**src/rtl/req_chunk_scheduler.sv**
```systemverilog
// req_chunk_scheduler: one request slot per requester, each request split into
// CHUNK_BYTES pieces and granted round-robin into a single registered output.
module req_chunk_scheduler #(
  parameter  int unsigned N_REQ       = 4,
  parameter  int unsigned CHUNK_BYTES = 4096,
  parameter  int unsigned META_BITS   = 64,
  parameter  int unsigned LEN_BITS    = 32,
  parameter  int unsigned VADDR_BITS  = 64,
  localparam int unsigned ID_BITS     = $clog2(N_REQ)
) (
  input  logic                          aclk,
  input  logic                          aresetn,
  input  logic [N_REQ-1:0]              s_valid,
  output logic [N_REQ-1:0]              s_ready,
  input  logic [N_REQ*LEN_BITS-1:0]     s_len,
  input  logic [N_REQ*VADDR_BITS-1:0]   s_vaddr,
  input  logic [N_REQ-1:0]              s_last,
  input  logic [N_REQ*META_BITS-1:0]    s_meta,
  output logic                          m_valid,
  input  logic                          m_ready,
  output logic [LEN_BITS-1:0]           m_len,
  output logic [VADDR_BITS-1:0]         m_vaddr,
  output logic                          m_last,
  output logic [META_BITS-1:0]          m_meta,
  output logic [ID_BITS-1:0]            m_id
);

  localparam logic [LEN_BITS-1:0]   CHUNK_LEN   = LEN_BITS'(CHUNK_BYTES);
  localparam logic [VADDR_BITS-1:0] CHUNK_VADDR = VADDR_BITS'(CHUNK_BYTES);

  logic [N_REQ-1:0]      occ;
  logic [N_REQ-1:0]      occ_next;
  logic [N_REQ-1:0]      accept;
  logic [LEN_BITS-1:0]   slot_len   [N_REQ];
  logic [VADDR_BITS-1:0] slot_vaddr [N_REQ];
  logic [META_BITS-1:0]  slot_meta  [N_REQ];
  logic [N_REQ-1:0]      slot_last;

  logic [ID_BITS-1:0]    rr_ptr;
  logic [ID_BITS-1:0]    gnt;
  logic [ID_BITS-1:0]    cand_idx;
  logic                  found;
  logic                  load_out;
  logic                  take;
  logic                  gnt_final;

  assign accept = s_valid & s_ready;

  // Search starts one past the last grant; a slot accepted this cycle is not yet occ.
  always_comb begin
    found    = 1'b0;
    gnt      = '0;
    cand_idx = '0;
    for (int unsigned k = 1; k <= N_REQ; k++) begin
      cand_idx = ID_BITS'((32'(rr_ptr) + k) % N_REQ);
      if (!found && occ[cand_idx]) begin
        found = 1'b1;
        gnt   = cand_idx;
      end
    end
  end

  assign load_out  = !m_valid || m_ready;
  assign take      = load_out && found;
  assign gnt_final = (slot_len[gnt] <= CHUNK_LEN);

  always_comb begin
    occ_next = occ;
    for (int unsigned i = 0; i < N_REQ; i++) begin
      if (accept[i]) begin
        occ_next[i] = 1'b1;
      end
      if (take && gnt_final && (gnt == ID_BITS'(i))) begin
        occ_next[i] = 1'b0;
      end
    end
  end

  always_ff @(posedge aclk) begin
    if (!aresetn) begin
      occ     <= '0;
      s_ready <= '0;
      m_valid <= 1'b0;
      rr_ptr  <= ID_BITS'(N_REQ - 1);
    end else begin
      occ     <= occ_next;
      s_ready <= ~occ_next;
      if (load_out) begin
        m_valid <= found;
      end
      if (take) begin
        rr_ptr <= gnt;
      end
    end
  end

  // Slot payload needs no reset: occ qualifies it.
  always_ff @(posedge aclk) begin
    for (int unsigned i = 0; i < N_REQ; i++) begin
      if (accept[i]) begin
        slot_len[i]   <= s_len[i*LEN_BITS +: LEN_BITS];
        slot_vaddr[i] <= s_vaddr[i*VADDR_BITS +: VADDR_BITS];
        slot_meta[i]  <= s_meta[i*META_BITS +: META_BITS];
        slot_last[i]  <= s_last[i];
      end else if (take && !gnt_final && (gnt == ID_BITS'(i))) begin
        slot_len[i]   <= slot_len[i] - CHUNK_LEN;
        slot_vaddr[i] <= slot_vaddr[i] + CHUNK_VADDR;
      end
    end
  end

  always_ff @(posedge aclk) begin
    if (take) begin
      m_id    <= gnt;
      m_vaddr <= slot_vaddr[gnt];
      m_meta  <= slot_meta[gnt];
      if (gnt_final) begin
        m_len  <= slot_len[gnt];
        m_last <= slot_last[gnt];
      end else begin
        m_len  <= CHUNK_LEN;
        m_last <= 1'b0;
      end
    end
  end

endmodule

```
**config.mk**
```make
export PLATFORM = sky130hd
export DESIGN_NAME = req_chunk_scheduler
export DESIGN_NICKNAME = d
export VERILOG_FILES = /design/src/rtl/req_chunk_scheduler.sv
export SDC_FILE = /design/constraint.sdc
export NUM_CORES = 1
export LEC_CHECK = 0
export ABC_AREA = 1
export BUFFER_PORTS_ARGS = -buffer_cell sky130_fd_sc_hd__buf_2
export CORE_MARGIN = 2
export CORE_UTILIZATION = 25
export DETAILED_ROUTE_END_ITERATION = 12
export PLACE_DENSITY_LB_ADDON = 0.2
export SLEW_MARGIN = 30
export SYNTH_ARGS = -nofsm -noshare
export SYNTH_HDL_FRONTEND = slang
export SYNTH_SLANG_ARGS = --single-unit
export TNS_END_PERCENT = 20
```
**constraint.sdc**
```tcl
create_clock -name aclk -period 16.5 [get_ports aclk]
set_input_delay 3.3 -clock aclk [delete_from_list [all_inputs] [get_ports aclk]]
set_output_delay 3.3 -clock aclk [all_outputs]
set_load 0.02 [all_outputs]
```
* Word-level counts from Yosys, hierarchy flattened
Memories as Yosys holds them, arrays and structs flattened. A register that Yosys moved wholly into a read port is not among the register bits.
Index checks and enable logic that the tools add are counted.
** Word-level totals
- Output and inout bits :: 168
- Memories :: 3
- Memory bits (writable) :: 640
- Register bits :: 50
- Input port bits :: 651
- Logic and storage cells :: 120
** Operators by class
- Equality and inequality tests :: 3
- Reductions and logical operators :: 21
- Muxes and demuxes :: 54
- $lt $le $gt $ge :: 6
- Bitwise gates (word level) :: 10
- Add/subtract/negate cells :: 12
** Memory list
- slot_meta :: words 4, width 64, rd ports 1, clocked after memory_dff 1, wr ports 4, line 36 : logic [META_BITS-1:0] slot_meta [N_REQ];
- slot_vaddr :: words 4, width 64, rd ports 5, clocked after memory_dff 1, wr ports 4, line 35 : logic [VADDR_BITS-1:0] slot_vaddr [N_REQ];
- slot_len :: words 4, width 32, rd ports 5, clocked after memory_dff 0, wr ports 4, line 34 : logic [LEN_BITS-1:0] slot_len [N_REQ];
** Operator list (number)
- adder 64 x 13 -> 64 bit, second input constant :: 4
- 2-to-1 mux 64 bit :: 4
- 2-to-1 mux 32 bit :: 4
- subtractor 32 x 13 -> 32 bit, second input constant :: 4
- 2-to-1 mux 1 bit :: 37
- less-or-equal comparator 32 x 13 -> 1 bit, second input constant :: 1
- < comparator 2 x 3 -> 1 bit, second input constant :: 5
- logical AND 1 bit :: 14
- binary-select mux 1 bit (select 2 bit) :: 5
- 2-to-1 mux 2 bit :: 4
- OR 1 bit :: 8
- zero test 1 bit :: 5
- adder 2 x 1 -> 2 bit, second input constant :: 2
- adder 2 bit, second input constant :: 2
- bitwise AND 4 bit :: 1
- == test 2 bit, second input constant :: 2
- NOT 4 bit :: 1
- == test 2 x 1 -> 1 bit, second input constant :: 1
- zero test 2 bit :: 1
- logical OR 1 bit :: 1

* Longest topological paths before layout
An unclocked memory read counts as a cell.
- Depth after elaboration :: 22
- Depth in mapped cells :: 27
- Mapped depth without buffers :: 24

* Worst setup path before layout
No wires, ideal clock.
- Kind :: input to register
- Start :: input m_ready
- End :: memory slot_len[0][12], enable pin
- Data required time :: 16.068 ns
- Path slack :: 8.667 ns
- Library setup time :: 0.432 ns
- Cell stages on the path :: 6
- Arrival :: 7.401 ns
- Cell sequence :: nor2_1 > inv_1 > nand2_1 > inv_2 > nand3_1 > nand2_1
** RTL lines
- start: declaration :: line 20 : input logic m_ready,
- end: declaration :: line 34

==> metrics.cfg <==
[logic_synthesis]
synth_edf_count = 807
synth_cell_types = 44
synth_flop_cell = edfxtp_1
synth.yosys.seq_area_share_pct = 62.8
syn_inst = 3786
syn_area_mm2 = 0.0389
synth-seq-cells = 818
ys_warn_count = 0
avgSynthCellArea_um2 = 10.3
async_flop_share_pct = 0

[worst_setup_path]
arrival_ns = 7.01
cp_max_fo = 52
rrSetupSlack_ns = 9.82
worstSetupPathType = flop to flop
worst_setup_path_start_kind = flop
end_kind = flop
crit_required_ns = 16.84

[drt]
firstDrtPassIters = 6
wl_per_cell_um = 23.0
drtIter0Drc = 2306
postRouteWirelength_mm = 155
vias = 31000
drc = 0
antenna_left = 0
via_per_inst = 4.58

[placement]
portBuffers = 818
dpl.hpwl_mm = 117
placed_cell_area_mm2 = 0.0453
globalplace.congestion = 0.919

[clock_network]
ctsRootBufferMaster = clkbuf_16
h-tree-depth = 3
cts_setup_buffers = 0
cts_tree = built
path_clk_slew_ns = 0.06
clock_path_buffers = 3
cts_buffers = 99
clk_latency_ns = 0.72
cts_resized = 0
hold_buffers = 0
cts_sinks = 818

[finish]
regArea_mm2 = 0.0245
fin_nets = 5273
layout-drive-gt1-share_pct = 22.0
fillerInstances = 16100
multi_input_comb_area_mm2 = 0.0127
design_area_mm2 = 0.0485
synthToLayoutAreaGrowth_pct = 24.6

[sta]
setup_tns_ns = 0
period_needed_ns = 6.68
slew_headroom_pct = 34.8
rsz0062_at_grt = no
finalHoldViolCount = 0
max_freq_mhz = 150
worst_slew_pin_slew_ns = 0.978
skew_ns = 0.0435
hold_slack_ns = 0.528
setup_viol = 0
final_max_slew_viol_count = 0
fin_crit_sh_pct = 40.5

[floorplanning]
die_w_um = 399
boundaryPins = 819
start_util_pct = 25.2
placementRows = 144
core_area_mm2 = 0.154
die_y_um = 399
dieArea_mm2 = 0.159

[min_path]
hp-class = flop to flop

[global_routing]
grt_pass1_vias = 31100
antenna_found_initial = 50
grt_pass1_wl_mm = 219
grt_overflow = 0
grt_max_degree = 73
grt.total_usage_pct = 19.0

[power_and_ir_drop]
peakVddDrop_uv = 169
power.density_mw_per_mm2 = 211
p_leak_uw = 0.0199

[outcome]
status = complete, no violations

[flow_run]
max_cap_violations = 0

-- area by class of cell --
cell class / instances / share of cell area (%)
inverter: 311 / 2.46
sequential: 818 / 50.4
tap: 2044 / 5.27
clock buffer: 119 / 5.31
multi-input combinational: 2532 / 26.3
clock inverter: 66 / 1.20
timing repair buffer: 852 / 9.01
antenna: 13 / 0.0671
-- state kept, by name, indices dropped and copies added, names as in the netlist --
| signal | flops |
|---|---|
| slot_meta | 256 |
| m_id | 2 |
| slot_len | 128 |
| m_len | 32 |
| m_valid | 1 |
| m_meta | 64 |
| rr_ptr | 2 |
| occ | 4 |
| s_ready | 4 |
| slot_vaddr | 256 |
| slot_last | 4 |
| m_vaddr | 64 |
| m_last | 1 |
-- synth_stat cells, drive strengths merged (47+ instances only) --
cell type  instances  area share, %
xnor2             47            1.1
nand4             66            1.2
inv              310            3.0
clkbuf            68           0.67
nor3              93            1.2
nor4              59           0.96
o21ai             91            1.2
a22oi            160            3.1
nand3            180            2.3
xor2             212            4.8
nand2           1302             13
buf               75            1.1
nor2             211            2.1
edfxtp           807             62
-- per-layer routing --
metal,global-route usage (%),routed length (um),up-vias
li1,-,-,14700
met4,5.85,5010,46
met2,31.9,74500,1107
met5,0,280,-
met1,23.9,64800,14900
met3,4.89,10900,252
-- placed cells by master (no fill, tap or decap), types with 5 or more instances in the layout --
master / netlist / routed
nand2_1: 1299 / 1294
buf_2: 48 / 818
edfxtp_1: 807 / 807
inv_1: 303 / 300
xor2_1: 212 / 212
nor2_1: 203 / 203
nand3_1: 179 / 179
a22oi_1: 160 / 160
clkbuf_16: 0 / 100
nor3_1: 92 / 92
o21ai_1: 77 / 77
nand4_1: 62 / 62
nor4_1: 58 / 55
xnor2_1: 47 / 47
o221ai_1: 35 / 35
buf_4: 20 / 32
clkinv_1: 1 / 25
clkbuf_1: 67 / 19
clkinv_2: 0 / 19
conb_1: 1 / 19
a21oi_1: 16 / 16
o21ai_0: 14 / 14
diode_2: 0 / 13
dfxtp_1: 11 / 11
ha_1: 8 / 8
o211ai_1: 7 / 7
inv_6: 0 / 6
nor2_4: 2 / 6
nand3b_1: 6 / 6
nand2_4: 1 / 5
nor3b_1: 5 / 5
bufinv_16: 0 / 5
clkinv_4: 0 / 5
-- per-stage QoR --
step | cells | total power (uW) | util [%] | worst slack [ns]
6_report | 6755 | 10200 | 31.4 | 9.82
2_1_floorplan | 3804 | 6390 | - | 8.67
5_1_grt | 6746 | 10900 | 31.4 | 9.12
3_5_place_dp | 6556 | 8180 | 29.3 | 9.41
4_1_cts | 6741 | 10400 | 31.4 | 9.68
3_3_place_gp | 6556 | 8170 | 29.3 | 9.25
-- report_power, final --
| part | internal [uW] | switching [uW] |
|---|---|---|
| Clock | 1200 | 949 |
| Sequential | 3320 | 510 |
| Combinational | 1120 | 3150 |
-- critical path, cell delays in order (launching register included) --
cell,delay [ns]
dfxtp_1,0.47
inv_2,0.13
nand2_1,0.10
nand2_1,0.09
nand2_1,0.07
nand2_1,0.08
nand2_1,0.07
nand2_1,0.06
nor2_1,0.11
nand2_2,0.49
nand2_4,0.52
buf_4,0.48
nand2_2,0.07
buf_4,0.29
inv_4,0.63
nand2_1,0.13
nand2_1,0.10
nor2_1,0.06
nand3_1,0.07
nor2_1,0.05
nand2_1,0.07
nand2_1,0.07
nand2_2,0.55
nand3_1,0.33
nand2_4,0.41
buf_4,0.66
-- logic make-up (layout without fill, tap and decap cells) --
| kind of cell | count (synthesis) | in the layout | synth area share [%] |
|---|---|---|---|
| buffers and inverters | 454 | 1348 | 4.81 |
| XOR/XNOR | 259 | 259 | 5.83 |
| flip-flops | 818 | 818 | 62.8 |
| other | 1 | 32 | 0.00963 |
| adder cells (fa/ha/maj) | 8 | 8 | 0.257 |
| AND/OR/NAND/NOR | 1932 | 1932 | 20.8 |
| AO/OA/AOI/OAI | 314 | 314 | 5.48 |
-- worst paths after layout --
check,start,endpoint,cells after the start
setup / recovery,rr_ptr[0],slot_vaddr[3][54],25
hold / removal,slot_meta[3][11],m_meta[11],2
setup reg to reg,rr_ptr[0],slot_vaddr[3][54],25
hold reg to reg,slot_meta[3][11],m_meta[11],2
No activity file was read; power rests on OpenSTA's default activity.
